<file path="src/rtl/countdown_seq_ctrl_if.sv">
// countdown_seq_ctrl_if
//   Pushbutton, switch and display bundle for countdown_seq_ctrl.
//   Signals:
//     btnR  - asynchronous "advance" pushbutton (raw, unsynchronized)
//     sw    - 8-bit countdown start value
//     an    - active-low digit anodes (registered in the controller)
//     seg   - active-low segments {g,f,e,d,c,b,a} (registered in the controller)
//     led   - 16 status LEDs (registered in the controller)
//   Modports:
//     master - the board / stimulus side (drives btnR and sw)
//     slave  - the controller side (drives an, seg and led)
interface countdown_seq_ctrl_if;
  logic        btnR;
  logic [7:0]  sw;
  logic [3:0]  an;
  logic [6:0]  seg;
  logic [15:0] led;

  modport master (output btnR, output sw, input an, input seg, input led);
  modport slave  (input btnR, input sw, output an, output seg, output led);
endinterface

</file>
<file path="src/rtl/countdown_seq_ctrl.sv">
// countdown_seq_ctrl
//   Pushbutton-driven countdown sequencer with a 4-digit multiplexed
//   seven-segment display and status LEDs.
//   Every press of btnR advances IDLE -> SETVAL -> DISP -> COUNT. From COUNT
//   a press pauses (back to DISP) and reaching zero ends in DONE. A press in
//   DONE clears the value and returns to IDLE.
//   Parameters:
//     TICK_DIV - clk cycles per countdown decrement (>= 2)
//     SCAN_DIV - clk cycles per display digit advance (>= 2)
//   Ports:
//     clk  - system clock, rising edge
//     btnL - asynchronous active-high reset
//     bus  - countdown_seq_ctrl_if.slave (btnR, sw in; an, seg, led out)
//   Build option:
//     CSC_DEBOUNCE_EN - when defined, the synchronized button must be stable
//                       for 16 cycles before its filtered level changes.
module countdown_seq_ctrl #(
  parameter int TICK_DIV = 100000000,
  parameter int SCAN_DIV = 100000
) (
  input logic                  clk,
  input logic                  btnL,
  countdown_seq_ctrl_if.slave  bus
);

  localparam int TICK_W = (TICK_DIV > 2) ? $clog2(TICK_DIV) : 1;
  localparam int SCAN_W = (SCAN_DIV > 2) ? $clog2(SCAN_DIV) : 1;

  typedef enum logic [2:0] {
    IDLE   = 3'd0,
    SETVAL = 3'd1,
    DISP   = 3'd2,
    COUNT  = 3'd3,
    DONE   = 3'd4
  } state_t;

  // Active-low hex glyphs, bit order {g,f,e,d,c,b,a}.
  function automatic logic [6:0] hex7(input logic [3:0] n);
    logic [6:0] s;
    case (n)
      4'h0: s = 7'h40;
      4'h1: s = 7'h79;
      4'h2: s = 7'h24;
      4'h3: s = 7'h30;
      4'h4: s = 7'h19;
      4'h5: s = 7'h12;
      4'h6: s = 7'h02;
      4'h7: s = 7'h78;
      4'h8: s = 7'h00;
      4'h9: s = 7'h10;
      4'hA: s = 7'h08;
      4'hB: s = 7'h03;
      4'hC: s = 7'h46;
      4'hD: s = 7'h21;
      4'hE: s = 7'h06;
      default: s = 7'h0E;
    endcase
    return s;
  endfunction

  function automatic logic [6:0] digit_seg(input logic [1:0] d, input logic [7:0] v,
                                           input state_t st);
    logic [6:0] s;
    case (d)
      2'd0:    s = hex7(v[3:0]);
      2'd1:    s = hex7(v[7:4]);
      2'd2:    s = 7'h7F;
      default: s = hex7({1'b0, st});
    endcase
    return s;
  endfunction

  function automatic logic [15:0] led_word(input state_t st, input logic [7:0] v);
    logic [4:0] oh;
    oh = 5'b00001 << st;
    if (st == DONE) return 16'hFFFF;
    return {3'b000, oh, v};
  endfunction

  // ---- Stage p0/p1: two-flop synchronizer; p2: previous filtered level ----
  logic btnr_p0, btnr_p1, btnr_p2;
  // rel_p0/rel_p1 mark when btnr_p1 holds a real sample taken after reset.
  logic rel_p0, rel_p1;
  // Armed only once the button has been seen released after reset, so a
  // button held through reset release cannot produce a press.
  logic armed;
  logic lvl;
  logic press;

  always_ff @(posedge clk or posedge btnL) begin
    if (btnL) begin
      btnr_p0 <= 1'b0;
      btnr_p1 <= 1'b0;
      btnr_p2 <= 1'b0;
      rel_p0  <= 1'b0;
      rel_p1  <= 1'b0;
      armed   <= 1'b0;
    end else begin
      btnr_p0 <= bus.btnR;
      btnr_p1 <= btnr_p0;
      btnr_p2 <= lvl;
      rel_p0  <= 1'b1;
      rel_p1  <= rel_p0;
      armed   <= armed | (rel_p1 & ~btnr_p1);
    end
  end

`ifdef CSC_DEBOUNCE_EN
  logic [3:0] db_cnt;
  logic       db_lvl;

  // Filtered level follows the synchronizer only after 16 cycles of disagreement.
  always_ff @(posedge clk or posedge btnL) begin
    if (btnL) begin
      db_cnt <= 4'd0;
      db_lvl <= 1'b0;
    end else if (btnr_p1 == db_lvl) begin
      db_cnt <= 4'd0;
    end else if (db_cnt == 4'd15) begin
      db_lvl <= btnr_p1;
      db_cnt <= 4'd0;
    end else begin
      db_cnt <= db_cnt + 4'd1;
    end
  end

  assign lvl = db_lvl;
`else
  assign lvl = btnr_p1;
`endif

  assign press = armed & lvl & ~btnr_p2;

  // ---- Control state ----
  state_t              state, nxt_state;
  logic [7:0]          value, nxt_value;
  logic [TICK_W-1:0]   tick, nxt_tick;
  logic [SCAN_W-1:0]   scan, nxt_scan;
  logic [1:0]          digit, nxt_digit;
  logic                tick_wrap;

  logic [3:0]          an_q;
  logic [6:0]          seg_q;
  logic [15:0]         led_q;

  assign tick_wrap = (tick == TICK_W'(TICK_DIV - 1));

  always_comb begin
    nxt_state = state;
    nxt_value = value;
    nxt_tick  = tick;
    unique case (state)
      IDLE: begin
        if (press) nxt_state = SETVAL;
      end
      SETVAL: begin
        nxt_value = bus.sw;
        if (press) nxt_state = DISP;
      end
      DISP: begin
        if (press) begin
          nxt_tick  = '0;
          nxt_state = COUNT;
        end
      end
      COUNT: begin
        // Press beats a coincident tick wrap; a zero value never decrements.
        if (press) begin
          nxt_state = DISP;
        end else if (value == 8'd0) begin
          nxt_state = DONE;
        end else if (tick_wrap) begin
          nxt_tick  = '0;
          nxt_value = value - 8'd1;
          if (value == 8'd1) nxt_state = DONE;
        end else begin
          nxt_tick = tick + 1'b1;
        end
      end
      DONE: begin
        if (press) begin
          nxt_value = 8'd0;
          nxt_state = IDLE;
        end
      end
      default: nxt_state = IDLE;
    endcase
  end

  always_comb begin
    nxt_scan  = scan + 1'b1;
    nxt_digit = digit;
    if (scan == SCAN_W'(SCAN_DIV - 1)) begin
      nxt_scan  = '0;
      nxt_digit = digit + 2'd1;
    end
  end

  // ---- Register stage: outputs are built from next-state values so an,
  // seg and led line up with the state registers on the same edge ----
  always_ff @(posedge clk or posedge btnL) begin
    if (btnL) begin
      state <= IDLE;
      value <= 8'd0;
      tick  <= '0;
      scan  <= '0;
      digit <= 2'd0;
      an_q  <= 4'b1110;
      seg_q <= 7'h40;
      led_q <= 16'h0100;
    end else begin
      state <= nxt_state;
      value <= nxt_value;
      tick  <= nxt_tick;
      scan  <= nxt_scan;
      digit <= nxt_digit;
      an_q  <= ~(4'b0001 << nxt_digit);
      seg_q <= digit_seg(nxt_digit, nxt_value, nxt_state);
      led_q <= led_word(nxt_state, nxt_value);
    end
  end

  assign bus.an  = an_q;
  assign bus.seg = seg_q;
  assign bus.led = led_q;

endmodule
</file>
<file path="src/flat_wrapper.sv">
// flat-port wrapper written by rule: the top's interface ports become plain ports
module countdown_seq_ctrl_flat 
#(
  parameter int TICK_DIV = 100000000,
  parameter int SCAN_DIV = 100000
)
  (clk, btnL, bus_btnR, bus_sw, bus_an, bus_seg, bus_led);
  countdown_seq_ctrl_if bus_i ();
  input logic clk;
  input logic btnL;
  input wire logic [$bits(bus_i.btnR)-1:0] bus_btnR;
  input wire logic [$bits(bus_i.sw)-1:0] bus_sw;
  output wire logic [$bits(bus_i.an)-1:0] bus_an;
  output wire logic [$bits(bus_i.seg)-1:0] bus_seg;
  output wire logic [$bits(bus_i.led)-1:0] bus_led;
  assign bus_i.btnR = bus_btnR;
  assign bus_i.sw = bus_sw;
  assign bus_an = bus_i.an;
  assign bus_seg = bus_i.seg;
  assign bus_led = bus_i.led;
  countdown_seq_ctrl #(.TICK_DIV(TICK_DIV), .SCAN_DIV(SCAN_DIV)) u_core (.clk(clk), .btnL(btnL), .bus(bus_i));
endmodule
</file>
<file path="config.mk">
export PLATFORM = sky130hd
export DESIGN_NAME = countdown_seq_ctrl_flat
export DESIGN_NICKNAME = d
export VERILOG_FILES = /design/src/rtl/countdown_seq_ctrl_if.sv /design/src/rtl/countdown_seq_ctrl.sv /design/src/flat_wrapper.sv
export SDC_FILE = /design/constraint.sdc
export NUM_CORES = 1
export LEC_CHECK = 0
export BUFFER_PORTS_ARGS = -buffer_cell sky130_fd_sc_hd__clkbuf_2
export CAP_MARGIN = 20
export CORE_AREA = 5 5 106 108
export DETAILED_ROUTE_END_ITERATION = 16
export DIE_AREA = 0 0 111 113
export PLACE_DENSITY = 0.74
export SLEW_MARGIN = 40
export SYNTH_ARGS = -nofsm -noshare
export SYNTH_HDL_FRONTEND = slang
export SYNTH_SLANG_ARGS = --single-unit
</file>
<file path="constraint.sdc">
create_clock -name clk -period 5.85 [get_ports clk]
set_input_delay 0.585 -clock clk [delete_from_list [all_inputs] [get_ports clk]]
set_output_delay 0.585 -clock clk [all_outputs]
set_load 0.01 [all_outputs]
</file>
; ---- Yosys cells after proc, flatten, opt, wreduce, memory -nomap -nowiden
; Memories as Yosys holds them, arrays and structs flattened.
; Index checks and enable logic that the tools add are counted.
[op_classes]
add_sub_neg = 4
n_eq_ne = 13
n_shift = 2
n_mux = 25
bitwise = 7
n_reduce_logical = 5
[op_table]
columns = op, count
row1 = 27-bit 2-to-1 mux, 4
row2 = 27-bit case mux with 2 select lines, 1
row3 = 16-bit 2-to-1 mux, 2
row4 = 8-bit 2-to-1 mux, 4
row5 = "27-bit by 1-bit adder with 27-bit output, second input constant", 1
row6 = "27-bit == test, second input constant", 1
row7 = 3-bit 2-to-1 mux, 8
row8 = 8-bit case mux with 3 select lines, 1
row9 = 7-bit case mux with 3 select lines, 1
row10 = "17-bit by 1-bit adder with 17-bit output, second input constant", 1
row11 = "17-bit == test, second input constant", 1
row12 = 17-bit 2-to-1 mux, 1
row13 = 3-bit case mux with 5 select lines, 1
row14 = "8-bit by 1-bit == test with 1-bit output, second input constant", 1
row15 = 8-bit zero test, 1
row16 = "8-bit by 1-bit subtractor with 8-bit output, second input constant", 1
row17 = "3-bit by 2-bit == test with 1-bit output, second input constant", 2
row18 = "3-bit == test, second input constant", 2
row19 = "1-bit by 3-bit left shift with 5-bit output, first input constant", 1
row20 = "2-bit != test, second input constant", 2
row21 = 4-bit NOT, 1
row22 = 4-bit AND reduction, 1
row23 = "1-bit by 2-bit left shift with 4-bit output, first input constant", 1
row24 = 1-bit AND, 3
row25 = other kinds (12), 13
[word_totals]
reg_bits = 90
rom_bits = 280
in_bits = 11
output_inout_bits = 27
elab_cells = 73
memories = 3
[mem_list]
columns = memory, words, word_bits, read_ports, rd_ports_with_merged_regs, write_ports, line_no
row1 = (no name shown), 16, 7, 1, 0, 0, countdown_seq_ctrl.sv:40  ; case (n)
row2 = (no name shown), 16, 7, 1, 0, 0, countdown_seq_ctrl.sv:40
row3 = (no name shown), 8, 7, 1, 0, 0, countdown_seq_ctrl.sv:40

; ---- Longest topological paths before layout
[logic_depth]
depth_word = 9
ltp_mapped = 15
mapped_depth_nobuf = 15

; ---- Worst setup path after synthesis
; OpenSTA, ideal clock, no wires.
[synth_timing]
path_type = flip-flop to flip-flop
start = reg u_core.value[0]
end = reg u_core.seg_q[2] (netlist: u_core.bus.seg[2])
setup_ns = 0.083
arrival_ns = 3.506
t_required_ns = 5.767
setup_slack_ns = 2.261
stages_incl_launch_ff = 13
n_path_buf = 0
period_less_slack_ns = 3.589
path_cell_list = dfrtp_1 > inv_1 > ha_1 > nor4b_1 > nand2_1 > nand3_1 > nor3_1 > a211oi_1 > inv_1 > ha_1 > or3_1 > a221o_1 > o21ai_0
[synth_via]
word_cells_on_any_way = 17
classes_between = add/sub: 1 / eq/ne: 1 / mux: 11 / reduce/logical: 1 / memory: 3
[synth_lines]
columns = element, line_no
row1 = from (decl), countdown_seq_ctrl.sv:136  ; logic [7:0] value, nxt_value;
row2 = from (signal assigned), countdown_seq_ctrl.sv:213  ; value <= nxt_value;
row3 = 8-bit by 1-bit subtractor with 8-bit output, countdown_seq_ctrl.sv:174  ; nxt_value = value - 8'd1;
row4 = 8-bit 2-to-1 mux, countdown_seq_ctrl.sv:172  ; end else if (tick_wrap) begin
row5 = 8-bit 2-to-1 mux *, countdown_seq_ctrl.sv:170  ; end else if (value == 8'd0) begin
row6 = 8-bit 2-to-1 mux *, countdown_seq_ctrl.sv:168  ; if (press) begin
row7 = 8-bit case mux with 3 select lines *, countdown_seq_ctrl.sv:152  ; unique case (state)
row8 = via u_core.nxt_value[4], countdown_seq_ctrl.sv:136
row9 = memory read 16 x 7 bit *, n/a
row10 = 7-bit case mux with 3 select lines *, countdown_seq_ctrl.sv:64  ; case (d)
row11 = to (signal assigned), countdown_seq_ctrl.sv:218  ; seg_q <= digit_seg(nxt_digit, nxt_value, nxt_state);
row12 = to (decl), countdown_seq_ctrl.sv:143  ; logic [6:0] seg_q;
; The timed path passes the listed nets; every way through them passes the cells marked *.
; A chain may end at the register's enable or synchronous reset.

; ---- Worst setup path after layout
; Same ends and word-level chain as after synthesis.

==> results.txt <==
GR Util All Layers - 18.8%
Post-CTS setup buffer count - 0
Outcome - completed
Yosys top cell area share - 41.0%
CP Launch Type - flop
Share of synthesized flip-flops with an asynchronous set or reset - 100%
Wire per inst - 16.4 um
Pin count of the biggest net entering global routing - 88
Main synth FF type - dfrtp_1
Setup CP Type - reg -> reg
Worst-skew pair later-pin latency - 0.36 ns
DR DRC count - 0
Core Box Area - 10100 um^2
Post-synth EDFFs - 0
PwrDens - 394 nW/um^2
Hold endpoint - u_core.btnr_p0$_DFF_PP0_
R2r endpoint - u_core.bus.seg[2]$_DFF_PP0_
Post-CTS sizing - 0
Max Cap Viol - 0
Share of layout cells above drive strength 1 - 17.4%
Reg2reg setup slack - 1.84 ns
Drt pass-1 iters - 5
Reg2reg path depth - 12
Ant. Diodes - 0
Final setup viols - 0
Rows - 37
CTS sink cnt - 87
Die W - 111 um
Clock Skews - 0.0130 ns
Area leader, netlist - dfrtp_1
RR Startpoint - u_core.value[0]$_DFF_PP0_
Max Fclk - 249 MHz
Sequential-to-total area share from yosys stat - 43.7%
Post-layout nets - 586
Last weighted congestion value of the routability-driven placer - 0.946
Area grow syn2layout - 10.2%
Final wirelength - 11.4 mm
I/O pins - 38
Hpwl dp - 8.27 mm
DR iter-0 viols - 275
Sequential Area - 2180 um^2
Worst Hold Path Cells - 1
Hold_sp - bus_btnR
Congestion Overflow GR - 0
Mapped cell area - 5000 um^2
Unrepaired setup endpoints after global routing - no
Final core occ - 54.4%
Max FO, Critical Path - 7
CTS tree - built
Fin. max-slew vios - 0
Die span in y - 113 um
Avg Inst Size Synth - 9.63 um^2
Vias per cell - 5.74
Syn Inst Count - 519
Relative slew margins - 43.5%
Crit path required time - 6.14 ns
Ranking of synthesized cells by area - dfrtp_1 41%, ha_1 5.3%, nand2_1 4.1%
Clock Pin Slew Worst Setup and Hold Paths - 0.09 ns
Area of the multi-input gates - 2640 um^2
Leak - 2.47 nW
I/O Buffers - 37
Critical path arrival - 4.30 ns
CTS Hold Bufs - 0
Maximum VDD drop - 0.130 mV
H-Tree Depth - 3
Initial antenna violation count - 0
Yosys cell types - 76
Final cycle utilization of the critical path - 68.5%
Syn Nets - 551
Antenna viol nets, final - 0
Maximum root-to-sink buffer count - 2
Min Clock Period, post-route - 4.01 ns
TNS Setup - 0 ns
Synth warn - 0
Number of global-route vias before repair - 4030
CTS root buf - clkbuf_8
Die area - 12500 um^2
Post-synthesis sequential element count - 87
Initial Util - 49.3%
Slew @ Worst Pin - 0.840 ns
Crit. End Element - flop
Endpoints failing hold - 0
First-pass GRT wire length - 19.2 mm
CTS buffer count - 9
Via count - 3986
HP Class - in -> reg
Fillers - 873
[metrics by stage]
stage | hold slack, ns | power [mW] | cells | instance area [um^2] | setup WS [ns]
4_1_cts | 0.310 | 2.17 | 695 | 5500 | 1.63
5_1_grt | 0.307 | 2.32 | 695 | 5510 | 1.55
6_report | 0.329 | 2.17 | 695 | 5510 | 1.84
3_3_place_gp | 0.332 | 1.74 | 679 | 5290 | 1.89
2_1_floorplan | 0.331 | 1.49 | 519 | 5000 | 2.26
3_5_place_dp | 0.335 | 1.76 | 679 | 5310 | 1.66
[registers in the layout, summed over array words and instances, names as in the netlist, 2 cells and up]
signal / count
u_core.scan: 17
u_core.state: 3
u_core.bus.seg: 7
u_core.tick: 27
u_core.bus.led: 13
u_core.bus.an: 4
u_core.value: 8
u_core.digit: 2
[cell families after synthesis]
kind of cell / after synthesis / synth area share, %
xor gates and xnor gates: 34 / 5.96
and+or+nand+nor: 220 / 23.3
buffers and inverters: 45 / 3.98
muxes: 4 / 0.826
other: 1 / 0.0750
DFF: 87 / 43.7
adders and majority gates: 21 / 5.26
AOI/OAI and AO/OA: 107 / 17.0
[how the worst max path moves through the flow]
stage                                    from                          end  slack (ns)  cells past startpoint
floorplan           u_core.value[0]$_DFF_PP0_  u_core.bus.seg[2]$_DFF_PP0_        2.26                     12
global placement    u_core.value[0]$_DFF_PP0_  u_core.bus.seg[5]$_DFF_PP0_        1.89                     13
detailed placement  u_core.value[0]$_DFF_PP0_  u_core.bus.seg[5]$_DFF_PP0_        1.66                     13
CTS                 u_core.value[0]$_DFF_PP0_  u_core.bus.seg[5]$_DFF_PP0_        1.63                     13
global route        u_core.value[0]$_DFF_PP0_  u_core.bus.seg[5]$_DFF_PP0_        1.55                     13
finish              u_core.value[0]$_DFF_PP0_  u_core.bus.seg[2]$_DFF_PP0_        1.84                     12
[placed cells by master, fill, tap and decap left out, types with 5 or more instances in the layout]
cell and n:
ha_1 21, o31ai_1 6, clkbuf_2 37, a21oi_1 20
nand2_1 55, or3_1 6, nor3_1 13, o21ai_0 19
xnor2_1 17, dfstp_2 5, and3_1 7, o211ai_1 6
nor2b_1 6, nand3_1 25, inv_1 23, a31oi_1 7
clkbuf_8 12, nor2_1 51, nor4_1 6, xor2_1 17
nand4_1 12, dfrtp_1 82, nand2b_1 5
[power by group]
group / internal (mW) / switching [mW] / leakage, nW / total (mW)
clock: 0.180 / 0.223 / 0.0882 / 0.403
combinational: 0.369 / 0.615 / 1.27 / 0.984
sequential: 0.701 / 0.0844 / 1.11 / 0.786
total: 1.25 / 0.923 / 2.47 / 2.17
[cell type report]
cell class,instances,area share (%)
Tap cell,136,3.09
Sequential cell,87,39.6
Clock buffer,11,2.75
Inverter,28,1.93
Clock inverter,5,0.727
Timing Repair Buffer,41,4.02
Multi-Input combinational cell,387,47.9
[cells in the mapped netlist, drive strengths merged (2+ instances only)]
library cell and n:
dfrtp 82, nand2 56, nor2 53, inv 28, nand3 25, ha 21, o21ai 21, a21oi 20
xnor2 17, xor2 17, nor3 13, nand4 12, nor4 11, and3 9, clkbuf 9, a31oi 8
buf 8, o31ai 8, a211oi 7, and2 6, nor2b 6, o211ai 6, or3 6, dfstp 5
nand2b 5, a221oi 4, o21a 4, a21o 3, a221o 3, a41o 3, mux2i 3, nand3b 3
nor3b 3, o211a 3, a21boi 2, a31o 2, and4 2, o221ai 2, o22ai 2, or2 2
or4 2, or4b 2
[worst max-delay path: stages, from the launching register on]
cell and delay, ns:
dfrtp_1 0.45, inv_1 0.08, ha_1 0.26, nor4b_1 0.62
nand2_1 0.37, nand3_1 0.39, nor3_1 0.11, a211oi_2 0.48
inv_1 0.18, ha_1 0.25, or3_1 0.38, a221o_1 0.29
o21ai_0 0.07
[per-layer routing]
metal / GRT usage (%) / part of all wire [%]
met5: 0 / 0
met4: 7.80 / 2.5
met3: 3.85 / 5.8
met2: 30.3 / 47
met1: 24.8 / 45
Power figures use the tool's default switching activity.
